[config.mk]
export PLATFORM = sky130hd
export DESIGN_NAME = msdap_mc_alu_flat
export DESIGN_NICKNAME = d
export VERILOG_FILES = /design/src/rtl/msdap_pkg.sv /design/src/rtl/msdap_mc_alu_if.sv /design/src/rtl/msdap_addsub.sv /design/src/rtl/msdap_mc_alu.sv /design/src/flat_wrapper.sv
export SDC_FILE = /design/constraint.sdc
export NUM_CORES = 1
export LEC_CHECK = 0
export ABC_AREA = 1
export CORE_MARGIN = 2
export CORE_UTILIZATION = 60
export DETAILED_ROUTE_END_ITERATION = 6
export HOLD_SLACK_MARGIN = 0.12
export PLACE_DENSITY = 0.86
export SKIP_CTS_REPAIR_TIMING = 1
export SLEW_MARGIN = 20
export SYNTH_ARGS = -nofsm -noshare
export SYNTH_HDL_FRONTEND = slang
export SYNTH_SLANG_ARGS = --single-unit
[constraint.sdc]
create_clock -name clk -period 6.25 [get_ports clk]
set_input_delay 0.625 -clock clk [delete_from_list [all_inputs] [get_ports clk]]
set_output_delay 0.625 -clock clk [all_outputs]
set_load 0.1 [all_outputs]
[src/rtl/msdap_pkg.sv]
// Shared types, coefficient-field positions and helpers for the MSDAP POT ALU family.
package msdap_pkg;

  typedef enum logic [1:0] {
    IDLE = 2'd0,
    RUN  = 2'd1,
    OUT  = 2'd2
  } alu_state_e;

  localparam int DEF_DATA_W   = 16;
  localparam int DEF_GUARD_W  = 8;
  localparam int DEF_ACC_W    = 40;
  localparam int DEF_DLY_W    = 8;
  localparam int DEF_RJ_W     = 8;
  localparam int DEF_NUM_RJ   = 16;
  localparam int DEF_NUM_COEF = 512;
  localparam int DEF_NUM_CH   = 2;

  // Coefficient word layout: {sign, delay[DLY_W-1:0]}
  localparam int SIGN_BIT = DEF_DLY_W;
  localparam int DLY_LSB  = 0;
  localparam int ASR_MAX_W = 64;

  function automatic int idx_w(input int n);
    return (n > 1) ? $clog2(n) : 1;
  endfunction

  // Arithmetic shift right by one of the low w bits of a, whatever lies above bit w-1.
  function automatic logic [ASR_MAX_W-1:0] asr1(input logic [ASR_MAX_W-1:0] a, input int w);
    logic [ASR_MAX_W-1:0] r;
    r        = a >> 1;
    r[w-1]   = a[w-1];
    return r;
  endfunction

endpackage

[src/rtl/msdap_mc_alu_if.sv]
// Start / memory-read / result bus of the multi-channel POT ALU.
interface msdap_mc_alu_if import msdap_pkg::*; #(
    parameter int DATA_W   = 16,
    parameter int GUARD_W  = 8,
    parameter int DLY_W    = 8,
    parameter int RJ_W     = 8,
    parameter int NUM_RJ   = 16,
    parameter int NUM_COEF = 512,
    parameter int NUM_CH   = 2
) ();
    localparam int ACC_W = 2*DATA_W + GUARD_W;
    localparam int CH_W  = idx_w(NUM_CH);
    localparam int RJI_W = idx_w(NUM_RJ);
    localparam int CI_W  = idx_w(NUM_COEF);

    logic                    flush;
    logic                    start;
    logic                    start_ready;
    logic [DLY_W-1:0]        sample_ptr;
    logic [CH_W+RJI_W-1:0]   rj_addr;
    logic [RJ_W-1:0]         rj_data;
    logic [CH_W+CI_W-1:0]    coeff_addr;
    logic [DLY_W:0]          coeff_data;
    logic [CH_W+DLY_W-1:0]   data_addr;
    logic [DATA_W-1:0]       data;
    logic                    out_valid;
    logic                    out_ready;
    logic [CH_W-1:0]         out_ch;
    logic [ACC_W-1:0]        result;
    logic                    coef_ovf;

    modport slave (
        input  flush, start, sample_ptr, rj_data, coeff_data, data, out_ready,
        output start_ready, rj_addr, coeff_addr, data_addr, out_valid, out_ch, result, coef_ovf
    );

    modport master (
        output flush, start, sample_ptr, rj_data, coeff_data, data, out_ready,
        input  start_ready, rj_addr, coeff_addr, data_addr, out_valid, out_ch, result, coef_ovf
    );
endinterface

[src/rtl/msdap_addsub.sv]
// Combinational add/subtract of a sign-extended narrow operand into a wider accumulator field.
module msdap_addsub #(
    parameter int A_W = 24,
    parameter int B_W = 16
) (
    input  logic signed [A_W-1:0] a_i,
    input  logic signed [B_W-1:0] b_i,
    input  logic                  sub_i,
    output logic signed [A_W-1:0] y_o
);
    logic signed [A_W-1:0] b_ext;

    assign b_ext = A_W'(b_i);
    assign y_o   = sub_i ? (a_i - b_ext) : (a_i + b_ext);
endmodule

[src/rtl/msdap_mc_alu.sv]
// Multi-channel sum-of-powers-of-two ALU: one coefficient step per cycle, one result per channel.
module msdap_mc_alu import msdap_pkg::*; #(
    parameter int DATA_W   = 16,
    parameter int GUARD_W  = 8,
    parameter int ACC_W    = 40,
    parameter int DLY_W    = 8,
    parameter int RJ_W     = 8,
    parameter int NUM_RJ   = 16,
    parameter int NUM_COEF = 512,
    parameter int NUM_CH   = 2
) (
    input  logic            clk,
    input  logic            clear_n,
    msdap_mc_alu_if.slave   bus
);
    localparam int UP_W   = DATA_W + GUARD_W;
    localparam int CH_W   = idx_w(NUM_CH);
    localparam int RJI_W  = idx_w(NUM_RJ);
    localparam int CI_W   = idx_w(NUM_COEF);
    localparam int FILL_W = DLY_W + 1;

    if (ACC_W != 2*DATA_W + GUARD_W) begin : g_bad_acc_w
        $error("ACC_W must equal 2*DATA_W+GUARD_W");
    end

    alu_state_e               state_q, state_d;
    logic [CH_W-1:0]          ch_q, ch_d;
    logic [RJI_W-1:0]         rj_idx_q, rj_idx_d;
    logic [CI_W-1:0]          coef_idx_q, coef_idx_d;
    logic [RJ_W-1:0]          u_cnt_q, u_cnt_d;
    logic signed [ACC_W-1:0]  acc_q, acc_d;
    logic [DLY_W-1:0]         ptr_q, ptr_d;
    logic [FILL_W-1:0]        n_q, n_d, fill_q, fill_d;
    logic                     wrap_q, wrap_d, ovf_q, ovf_d;
    logic signed [ACC_W-1:0]  result_q, result_d;
    logic [CH_W-1:0]          out_ch_q, out_ch_d;
    logic                     coef_ovf_q, coef_ovf_d;

    logic [DLY_W-1:0]         k;
    logic                     sub;
    logic                     pad;
    logic signed [DATA_W-1:0] opnd;
    logic signed [UP_W-1:0]   upper_sum;
    logic signed [ACC_W-1:0]  acc_step, acc_shift_in, acc_shift;
    logic                     grp_empty, grp_last, last_rj, running;
    logic [FILL_W-1:0]        fill_sel;
    logic [DLY_W-1:0]         rd_ofs;

    assign k    = bus.coeff_data[DLY_W-1:0];
    assign sub  = bus.coeff_data[DLY_W];
    // Samples older than the number received so far read as zero.
    assign pad  = {1'b0, k} > n_q;
    assign opnd = pad ? '0 : bus.data;

    msdap_addsub #(.A_W(UP_W), .B_W(DATA_W)) u_addsub (
        .a_i   (acc_q[ACC_W-1:DATA_W]),
        .b_i   (opnd),
        .sub_i (sub),
        .y_o   (upper_sum)
    );

    assign acc_step     = {upper_sum, acc_q[DATA_W-1:0]};
    assign grp_empty    = (bus.rj_data == '0);
    assign grp_last     = grp_empty || ((u_cnt_q + RJ_W'(1)) == bus.rj_data);
    assign last_rj      = (rj_idx_q == RJI_W'(NUM_RJ-1));
    assign acc_shift_in = grp_empty ? acc_q : acc_step;
    assign acc_shift    = ACC_W'(asr1(ASR_MAX_W'(acc_shift_in), ACC_W));
    assign fill_sel     = bus.flush ? '0 : fill_q;

    always_comb begin
        state_d    = state_q;
        ch_d       = ch_q;
        rj_idx_d   = rj_idx_q;
        coef_idx_d = coef_idx_q;
        u_cnt_d    = u_cnt_q;
        acc_d      = acc_q;
        ptr_d      = ptr_q;
        n_d        = n_q;
        fill_d     = fill_q;
        wrap_d     = wrap_q;
        ovf_d      = ovf_q;
        result_d   = result_q;
        out_ch_d   = out_ch_q;
        coef_ovf_d = coef_ovf_q;

        case (state_q)
            IDLE: begin
                fill_d = fill_sel;
                if (bus.start) begin
                    ptr_d      = bus.sample_ptr;
                    n_d        = fill_sel;
                    fill_d     = (fill_sel == FILL_W'(1 << DLY_W)) ? fill_sel : fill_sel + FILL_W'(1);
                    ch_d       = '0;
                    rj_idx_d   = '0;
                    coef_idx_d = '0;
                    u_cnt_d    = '0;
                    acc_d      = '0;
                    wrap_d     = 1'b0;
                    ovf_d      = 1'b0;
                    state_d    = RUN;
                end
            end
            RUN: begin
                if (!grp_empty) begin
                    coef_idx_d = coef_idx_q + CI_W'(1);
                    if (coef_idx_q == '1) wrap_d = 1'b1;
                    // Consuming a slot after the index wrapped means Rj overran the table.
                    if (wrap_q) ovf_d = 1'b1;
                end
                if (grp_last) begin
                    acc_d    = acc_shift;
                    rj_idx_d = rj_idx_q + RJI_W'(1);
                    u_cnt_d  = '0;
                    if (last_rj) begin
                        result_d   = acc_shift;
                        out_ch_d   = ch_q;
                        coef_ovf_d = ovf_d;
                        state_d    = OUT;
                    end
                end else begin
                    acc_d   = acc_step;
                    u_cnt_d = u_cnt_q + RJ_W'(1);
                end
            end
            OUT: begin
                if (bus.out_ready) begin
                    rj_idx_d   = '0;
                    coef_idx_d = '0;
                    u_cnt_d    = '0;
                    acc_d      = '0;
                    wrap_d     = 1'b0;
                    ovf_d      = 1'b0;
                    if (ch_q == CH_W'(NUM_CH-1)) begin
                        ch_d    = '0;
                        state_d = IDLE;
                    end else begin
                        ch_d    = ch_q + CH_W'(1);
                        state_d = RUN;
                    end
                end
            end
            default: state_d = IDLE;
        endcase
    end

    always_ff @(posedge clk or negedge clear_n) begin
        if (!clear_n) begin
            state_q    <= IDLE;
            ch_q       <= '0;
            rj_idx_q   <= '0;
            coef_idx_q <= '0;
            u_cnt_q    <= '0;
            acc_q      <= '0;
            ptr_q      <= '0;
            n_q        <= '0;
            fill_q     <= '0;
            wrap_q     <= 1'b0;
            ovf_q      <= 1'b0;
            result_q   <= '0;
            out_ch_q   <= '0;
            coef_ovf_q <= 1'b0;
        end else begin
            state_q    <= state_d;
            ch_q       <= ch_d;
            rj_idx_q   <= rj_idx_d;
            coef_idx_q <= coef_idx_d;
            u_cnt_q    <= u_cnt_d;
            acc_q      <= acc_d;
            ptr_q      <= ptr_d;
            n_q        <= n_d;
            fill_q     <= fill_d;
            wrap_q     <= wrap_d;
            ovf_q      <= ovf_d;
            result_q   <= result_d;
            out_ch_q   <= out_ch_d;
            coef_ovf_q <= coef_ovf_d;
        end
    end

    assign running         = (state_q == RUN);
    assign rd_ofs          = ptr_q - k;
    assign bus.rj_addr     = running ? {ch_q, rj_idx_q}   : '0;
    assign bus.coeff_addr  = running ? {ch_q, coef_idx_q} : '0;
    assign bus.data_addr   = running ? {ch_q, rd_ofs}     : '0;
    assign bus.start_ready = (state_q == IDLE);
    assign bus.out_valid   = (state_q == OUT);
    assign bus.result      = result_q;
    assign bus.out_ch      = out_ch_q;
    assign bus.coef_ovf    = coef_ovf_q;
endmodule

[src/flat_wrapper.sv]
// flat-port wrapper written by rule: the top's interface ports become plain ports
module msdap_mc_alu_flat import msdap_pkg::*;
#(
    parameter int DATA_W   = 16,
    parameter int GUARD_W  = 8,
    parameter int ACC_W    = 40,
    parameter int DLY_W    = 8,
    parameter int RJ_W     = 8,
    parameter int NUM_RJ   = 16,
    parameter int NUM_COEF = 512,
    parameter int NUM_CH   = 2
)
  (clk, clear_n, bus_flush, bus_start, bus_sample_ptr, bus_rj_data, bus_coeff_data, bus_data, bus_out_ready, bus_start_ready, bus_rj_addr, bus_coeff_addr, bus_data_addr, bus_out_valid, bus_out_ch, bus_result, bus_coef_ovf);
  msdap_mc_alu_if #(.DATA_W(DATA_W), .GUARD_W(GUARD_W), .DLY_W(DLY_W), .RJ_W(RJ_W), .NUM_RJ(NUM_RJ), .NUM_COEF(NUM_COEF), .NUM_CH(NUM_CH)) bus_i ();
  input  logic clk;
  input  logic clear_n;
  input wire logic [$bits(bus_i.flush)-1:0] bus_flush;
  input wire logic [$bits(bus_i.start)-1:0] bus_start;
  input wire logic [$bits(bus_i.sample_ptr)-1:0] bus_sample_ptr;
  input wire logic [$bits(bus_i.rj_data)-1:0] bus_rj_data;
  input wire logic [$bits(bus_i.coeff_data)-1:0] bus_coeff_data;
  input wire logic [$bits(bus_i.data)-1:0] bus_data;
  input wire logic [$bits(bus_i.out_ready)-1:0] bus_out_ready;
  output wire logic [$bits(bus_i.start_ready)-1:0] bus_start_ready;
  output wire logic [$bits(bus_i.rj_addr)-1:0] bus_rj_addr;
  output wire logic [$bits(bus_i.coeff_addr)-1:0] bus_coeff_addr;
  output wire logic [$bits(bus_i.data_addr)-1:0] bus_data_addr;
  output wire logic [$bits(bus_i.out_valid)-1:0] bus_out_valid;
  output wire logic [$bits(bus_i.out_ch)-1:0] bus_out_ch;
  output wire logic [$bits(bus_i.result)-1:0] bus_result;
  output wire logic [$bits(bus_i.coef_ovf)-1:0] bus_coef_ovf;
  assign bus_i.flush = bus_flush;
  assign bus_i.start = bus_start;
  assign bus_i.sample_ptr = bus_sample_ptr;
  assign bus_i.rj_data = bus_rj_data;
  assign bus_i.coeff_data = bus_coeff_data;
  assign bus_i.data = bus_data;
  assign bus_i.out_ready = bus_out_ready;
  assign bus_start_ready = bus_i.start_ready;
  assign bus_rj_addr = bus_i.rj_addr;
  assign bus_coeff_addr = bus_i.coeff_addr;
  assign bus_data_addr = bus_i.data_addr;
  assign bus_out_valid = bus_i.out_valid;
  assign bus_out_ch = bus_i.out_ch;
  assign bus_result = bus_i.result;
  assign bus_coef_ovf = bus_i.coef_ovf;
  msdap_mc_alu #(.DATA_W(DATA_W), .GUARD_W(GUARD_W), .ACC_W(ACC_W), .DLY_W(DLY_W), .RJ_W(RJ_W), .NUM_RJ(NUM_RJ), .NUM_COEF(NUM_COEF), .NUM_CH(NUM_CH)) u_core (.clk(clk), .clear_n(clear_n), .bus(bus_i));
endmodule
==> results.sh <==
export IMPL_antenna_diode_count=0
export IMPL_status="finished clean"
export IMPL_ctsRootBufferMaster="sky130_fd_sc_hd__clkbuf_16"
export IMPL_clock_tree_from_tritoncts="yes"
export IMPL_cts_sinks=132
export IMPL_pwr_share_seq_pct=24.3
export IMPL_leakage_nw=5.11
export IMPL_number_of_placed_instances_with_taps_included=1407
export IMPL_routed_via_density=5.46
export IMPL_detailroute_wirelength_met2_um=10200
export IMPL_period_minus_slack_ns=5.37
export IMPL_ys_flop_type="sky130_fd_sc_hd__dfrtp_1"
export IMPL_finalSetupViolations=0
export IMPL_ir_worst_vdd_mv=0.336
export IMPL_yosys_cell_types_count=45
export IMPL_final_layout_size_suffix_gt1_share_pct=5.48
export IMPL_clock_fmax_mhz=186
export IMPL_syn_cell_area_um2=8370
export IMPL_synth_seq_area_share_pct=39.5
export IMPL_routed_wire_length_per_instance_um=14.8
export IMPL_worst_slew_pin_slew_ns=1.02
export IMPL_swShare_pct=46.8
export IMPL_area_growth_syn_to_layout_pct=21.9
export IMPL_ant_nets=0
export IMPL_cells_taking_the_most_area_after_synthesis="sky130_fd_sc_hd__dfrtp_1 (39%), sky130_fd_sc_hd__nand2_1 (17%), sky130_fd_sc_hd__ha_1 (6.7%)"
export IMPL_final_nets=1339
export IMPL_synth_top_area_share_pct=39.5
export IMPL_rr_endpoint="u_core.acc_q[33]$_DFFE_PN0P_"
export IMPL_top_layer="met4"
export IMPL_relSlewSlack_pct=32.1
export IMPL_synthCells=1144
export IMPL_critPathLaunchType="input port"
export IMPL_crit_family="simple AND/OR/NAND/NOR gates"
export IMPL_cell_rows=43
export IMPL_antenna_found_initial=0
export IMPL_timing_critical_path_depth=29
export IMPL_final_setup_tns_ns=0
export IMPL_globalplace_congestion=0.950
export IMPL_die_area_um2=14900
export IMPL_final_seq_area_um2=3300
export IMPL_timing_setup_critical_path_class="in2reg"
export IMPL_post_synthesis_cell_type_with_the_largest_combined_area="sky130_fd_sc_hd__dfrtp_1"
export IMPL_drv_slew=0
export IMPL_first_global_vias=7552
export IMPL_ys_ff_latch=132
export IMPL_die_width_um=122
export IMPL_power_internal_mw=2.60
export IMPL_via_count_of_the_routed_design=7854
export IMPL_cp_num_buf_inv=6
export IMPL_drt_pass1_iter_count=5
export IMPL_clock_tree_htree_level_count=4
export IMPL_final_hold_viol_count=0
export IMPL_grt_setup_unrepaired="no"
export IMPL_worst_setup_hold_path_clk_slew_ns=0.06
export IMPL_floorplan_io_pins=114
export IMPL_endpoint_kind="register"
export IMPL_worstPathMaxFanout=20
export IMPL_post_layout_nonfiller_instances=1438
export IMPL_grt_max_degree=79
export IMPL_timing_critical_path_from="bus_coeff_data[7]"
export IMPL_ctsLongestPathBuffers=2
export IMPL_p_comb_share_pct=53.9
export IMPL_grt_first_pass_wirelength_um=35300
export IMPL_port_bufs=113
export IMPL_groute_usage_overall_pct=30.1
export IMPL_crit_end="u_core.acc_q[33]$_DFFE_PN0P_"
export IMPL_critical_path_top_cell_by_count="sky130_fd_sc_hd__nand2_1"
export IMPL_r2r_start="u_core.n_q[6]$_DFFE_PN0P_"
export IMPL_worst_skew_pair_late_latency_ns=0.43
export IMPL_layout_filler_cells=1057
export IMPL_setup_reg_to_reg_worst_slack_ns=1.16
export IMPL_max_stage_delay_ns=0.50
export IMPL_critical_path_arrival_ns=5.73
export IMPL_drv_cap=0
export IMPL_wirelength_um=21300
export IMPL_fin_worst_hold_slack_ns=0.234
export IMPL_die_height_um=122
export IMPL_floorplan_initialDensity_pct=60.8
export IMPL_met3_wirelength_um=1350
export IMPL_reg2regPathDepth=29
export IMPL_detail_route_iter0_violations=671
export IMPL_cts_inserted_buffers=17
export IMPL_cell_area_power_density_nw_per_um2=480
export IMPL_grt_overflow=0
export IMPL_hpwl_um=15000
export IMPL_combined_area_of_the_multi_input_logic_cells_um2=4280
export IMPL_avgSynthCellArea_um2=7.32
export IMPL_clkPwrFrac_pct=21.8
export IMPL_fp_coreArea_um2=13800
export IMPL_worst_hold_path_type="in2async"
export IMPL_async_flop_share_pct=100
export IMPL_crit_slowest_cell="sky130_fd_sc_hd__nand2_1"
export IMPL_synth_nets=1237
export IMPL_timing_critical_path_required_ns=6.61
export IMPL_routedLengthMet1_um=9250
export IMPL_share_of_the_clock_period_used_by_the_worst_path_after_layout_pct=86.0
export IMPL_yosys_warnings=0
export IMPL_worst_clock_skew_ns=0.00904
export IMPL_synth_enable_flop_cells=0
export IMPL_netSwitchingPower_mw=2.29
export IMPL_remaining_drc_errors=0
-- per-layer routing --
metal  vias to the layer above  track usage [%]
met4                         0             9.55
li1                       3849                -
met5                         -                0
met3                        38             5.90
met2                       273             49.6
met1                      3694             40.1
-- synthesized netlist by cell type, types with 2 or more instances --
library cell,count
sky130_fd_sc_hd__nand3_1,44
sky130_fd_sc_hd__xor2_1,30
sky130_fd_sc_hd__buf_6,4
sky130_fd_sc_hd__inv_2,7
sky130_fd_sc_hd__clkbuf_1,15
sky130_fd_sc_hd__o21ai_0,76
sky130_fd_sc_hd__nand2_1,370
sky130_fd_sc_hd__dfrtp_1,132
sky130_fd_sc_hd__o21bai_1,3
sky130_fd_sc_hd__nor2_2,2
sky130_fd_sc_hd__buf_2,9
sky130_fd_sc_hd__nand2_2,4
sky130_fd_sc_hd__inv_1,150
sky130_fd_sc_hd__o21ai_1,23
sky130_fd_sc_hd__fa_1,2
sky130_fd_sc_hd__nor2_1,84
sky130_fd_sc_hd__nor4_1,3
sky130_fd_sc_hd__nor3_1,9
sky130_fd_sc_hd__a21o_1,3
sky130_fd_sc_hd__a211oi_1,2
sky130_fd_sc_hd__xnor2_1,16
sky130_fd_sc_hd__buf_4,7
sky130_fd_sc_hd__o211ai_1,12
sky130_fd_sc_hd__o21a_1,2
sky130_fd_sc_hd__a21boi_0,2
sky130_fd_sc_hd__o21ai_2,10
sky130_fd_sc_hd__nand4_1,8
sky130_fd_sc_hd__o22ai_1,5
sky130_fd_sc_hd__a21oi_1,43
sky130_fd_sc_hd__nor3b_1,2
sky130_fd_sc_hd__ha_1,45
sky130_fd_sc_hd__o31ai_1,2
sky130_fd_sc_hd__or2_2,4
sky130_fd_sc_hd__mux2i_1,3
-- flip-flops by register name, summed over array words and instances, names as in the netlist --
signal,flops
u_core.ovf_q,1
u_core.bus.result,39
u_core.wrap_q,1
u_core.ptr_q,8
u_core.state_q,2
u_core.n_q,9
u_core.bus.out_ch,1
u_core.fill_q,9
u_core.coef_idx_q,9
u_core.acc_q,39
u_core.rj_idx_q,4
u_core.ch_q,1
u_core.bus.coef_ovf,1
u_core.u_cnt_q,8
-- worst min-delay path by stage --
stage	end	startpoint	slack, ns
3_5_place_dp	u_core.ptr_q[2]$_DFFE_PN0P_	u_core.ptr_q[2]$_DFFE_PN0P_	0.47
6_report	u_core.ptr_q[7]$_DFFE_PN0P_	clear_n	0.23
4_1_cts	u_core.ptr_q[7]$_DFFE_PN0P_	clear_n	0.27
5_1_grt	u_core.ptr_q[7]$_DFFE_PN0P_	clear_n	0.30
2_1_floorplan	u_core.acc_q[10]$_DFFE_PN0P_	clear_n	0.33
3_3_place_gp	u_core.bus.result[0]$_DFFE_PN0P_	u_core.acc_q[1]$_DFFE_PN0P_	0.45
-- layout by cell type, fill, tap and decap left out, types with 3 or more instances in the layout --
cell type / instances
sky130_fd_sc_hd__nand2_1: 370
sky130_fd_sc_hd__inv_1: 150
sky130_fd_sc_hd__dfrtp_1: 132
sky130_fd_sc_hd__clkdlybuf4s50_1: 112
sky130_fd_sc_hd__nor2_1: 84
sky130_fd_sc_hd__o21ai_0: 76
sky130_fd_sc_hd__ha_1: 45
sky130_fd_sc_hd__nand3_1: 44
sky130_fd_sc_hd__a21oi_1: 43
sky130_fd_sc_hd__xor2_1: 30
sky130_fd_sc_hd__o21ai_1: 22
sky130_fd_sc_hd__clkbuf_16: 17
sky130_fd_sc_hd__xnor2_1: 16
sky130_fd_sc_hd__o211ai_1: 12
sky130_fd_sc_hd__o21ai_2: 11
sky130_fd_sc_hd__nor3_1: 9
sky130_fd_sc_hd__nand4_1: 8
sky130_fd_sc_hd__inv_2: 7
sky130_fd_sc_hd__buf_4: 7
sky130_fd_sc_hd__o22ai_1: 5
sky130_fd_sc_hd__or2_2: 4
sky130_fd_sc_hd__nand2_2: 4
sky130_fd_sc_hd__bufinv_16: 4
sky130_fd_sc_hd__clkinvlp_4: 4
sky130_fd_sc_hd__o21bai_1: 3
sky130_fd_sc_hd__nor4_1: 3
sky130_fd_sc_hd__a21o_1: 3
sky130_fd_sc_hd__mux2i_1: 3
-- stage by stage --
step / util [%] / instance area [µm²] / total power, mW / setup WS [ns]
3_3_place_gp: 69.5 / 9570 / 3.71 / 0.730
4_1_cts: 74.1 / 10200 / 4.87 / 0.972
3_5_place_dp: 69.5 / 9570 / 3.76 / 0.567
2_1_floorplan: - / 8370 / 3.19 / 2.00
6_report: 74.1 / 10200 / 4.89 / 0.877
5_1_grt: 74.1 / 10200 / 5.24 / 0.423
-- layout make-up --
class | count | share of cell area [%]
clock buffer | 20 | 4.48
tap | 180 | 2.21
clock inverter | 11 | 1.73
timing repair buffer | 119 | 11.5
inverter | 157 | 5.77
sequential | 132 | 32.4
multi-input combinational | 819 | 41.9
-- power groups by stage --
stage	combinational, mW	clock (mW)	sequential (mW)
after floorplan	2.03	0	1.16
after global placement	2.52	0	1.19
after detailed placement	2.57	0	1.19
after CTS	2.61	1.07	1.18
after global routing	2.92	1.11	1.21
final	2.64	1.07	1.19
-- worst register-to-register path: cells and delay by family (launching register included) --
kind                     cells  cell delay, ns
AO/OA/AOI/OAI                6            1.35
adder cells (fa/ha/maj)      3            0.93
buffers and inverters        5            0.51
flip-flops                   1            0.37
AND/OR/NAND/NOR             15            1.85
-- logic make-up (layout without fill, tap and decap cells) --
logic type | after synthesis | in the layout | share of synthesized area [%]
and+or+nand+nor | 534 | 534 | 25.8
buffers and inverters | 193 | 307 | 9.46
AOI/OAI and AO/OA | 188 | 188 | 12.7
DFF | 132 | 132 | 39.5
adders and majority gates | 47 | 47 | 7.20
xor gates and xnor gates | 47 | 47 | 5.01
muxes | 3 | 3 | 0.359
No activity file was read; power rests on OpenSTA's default activity.
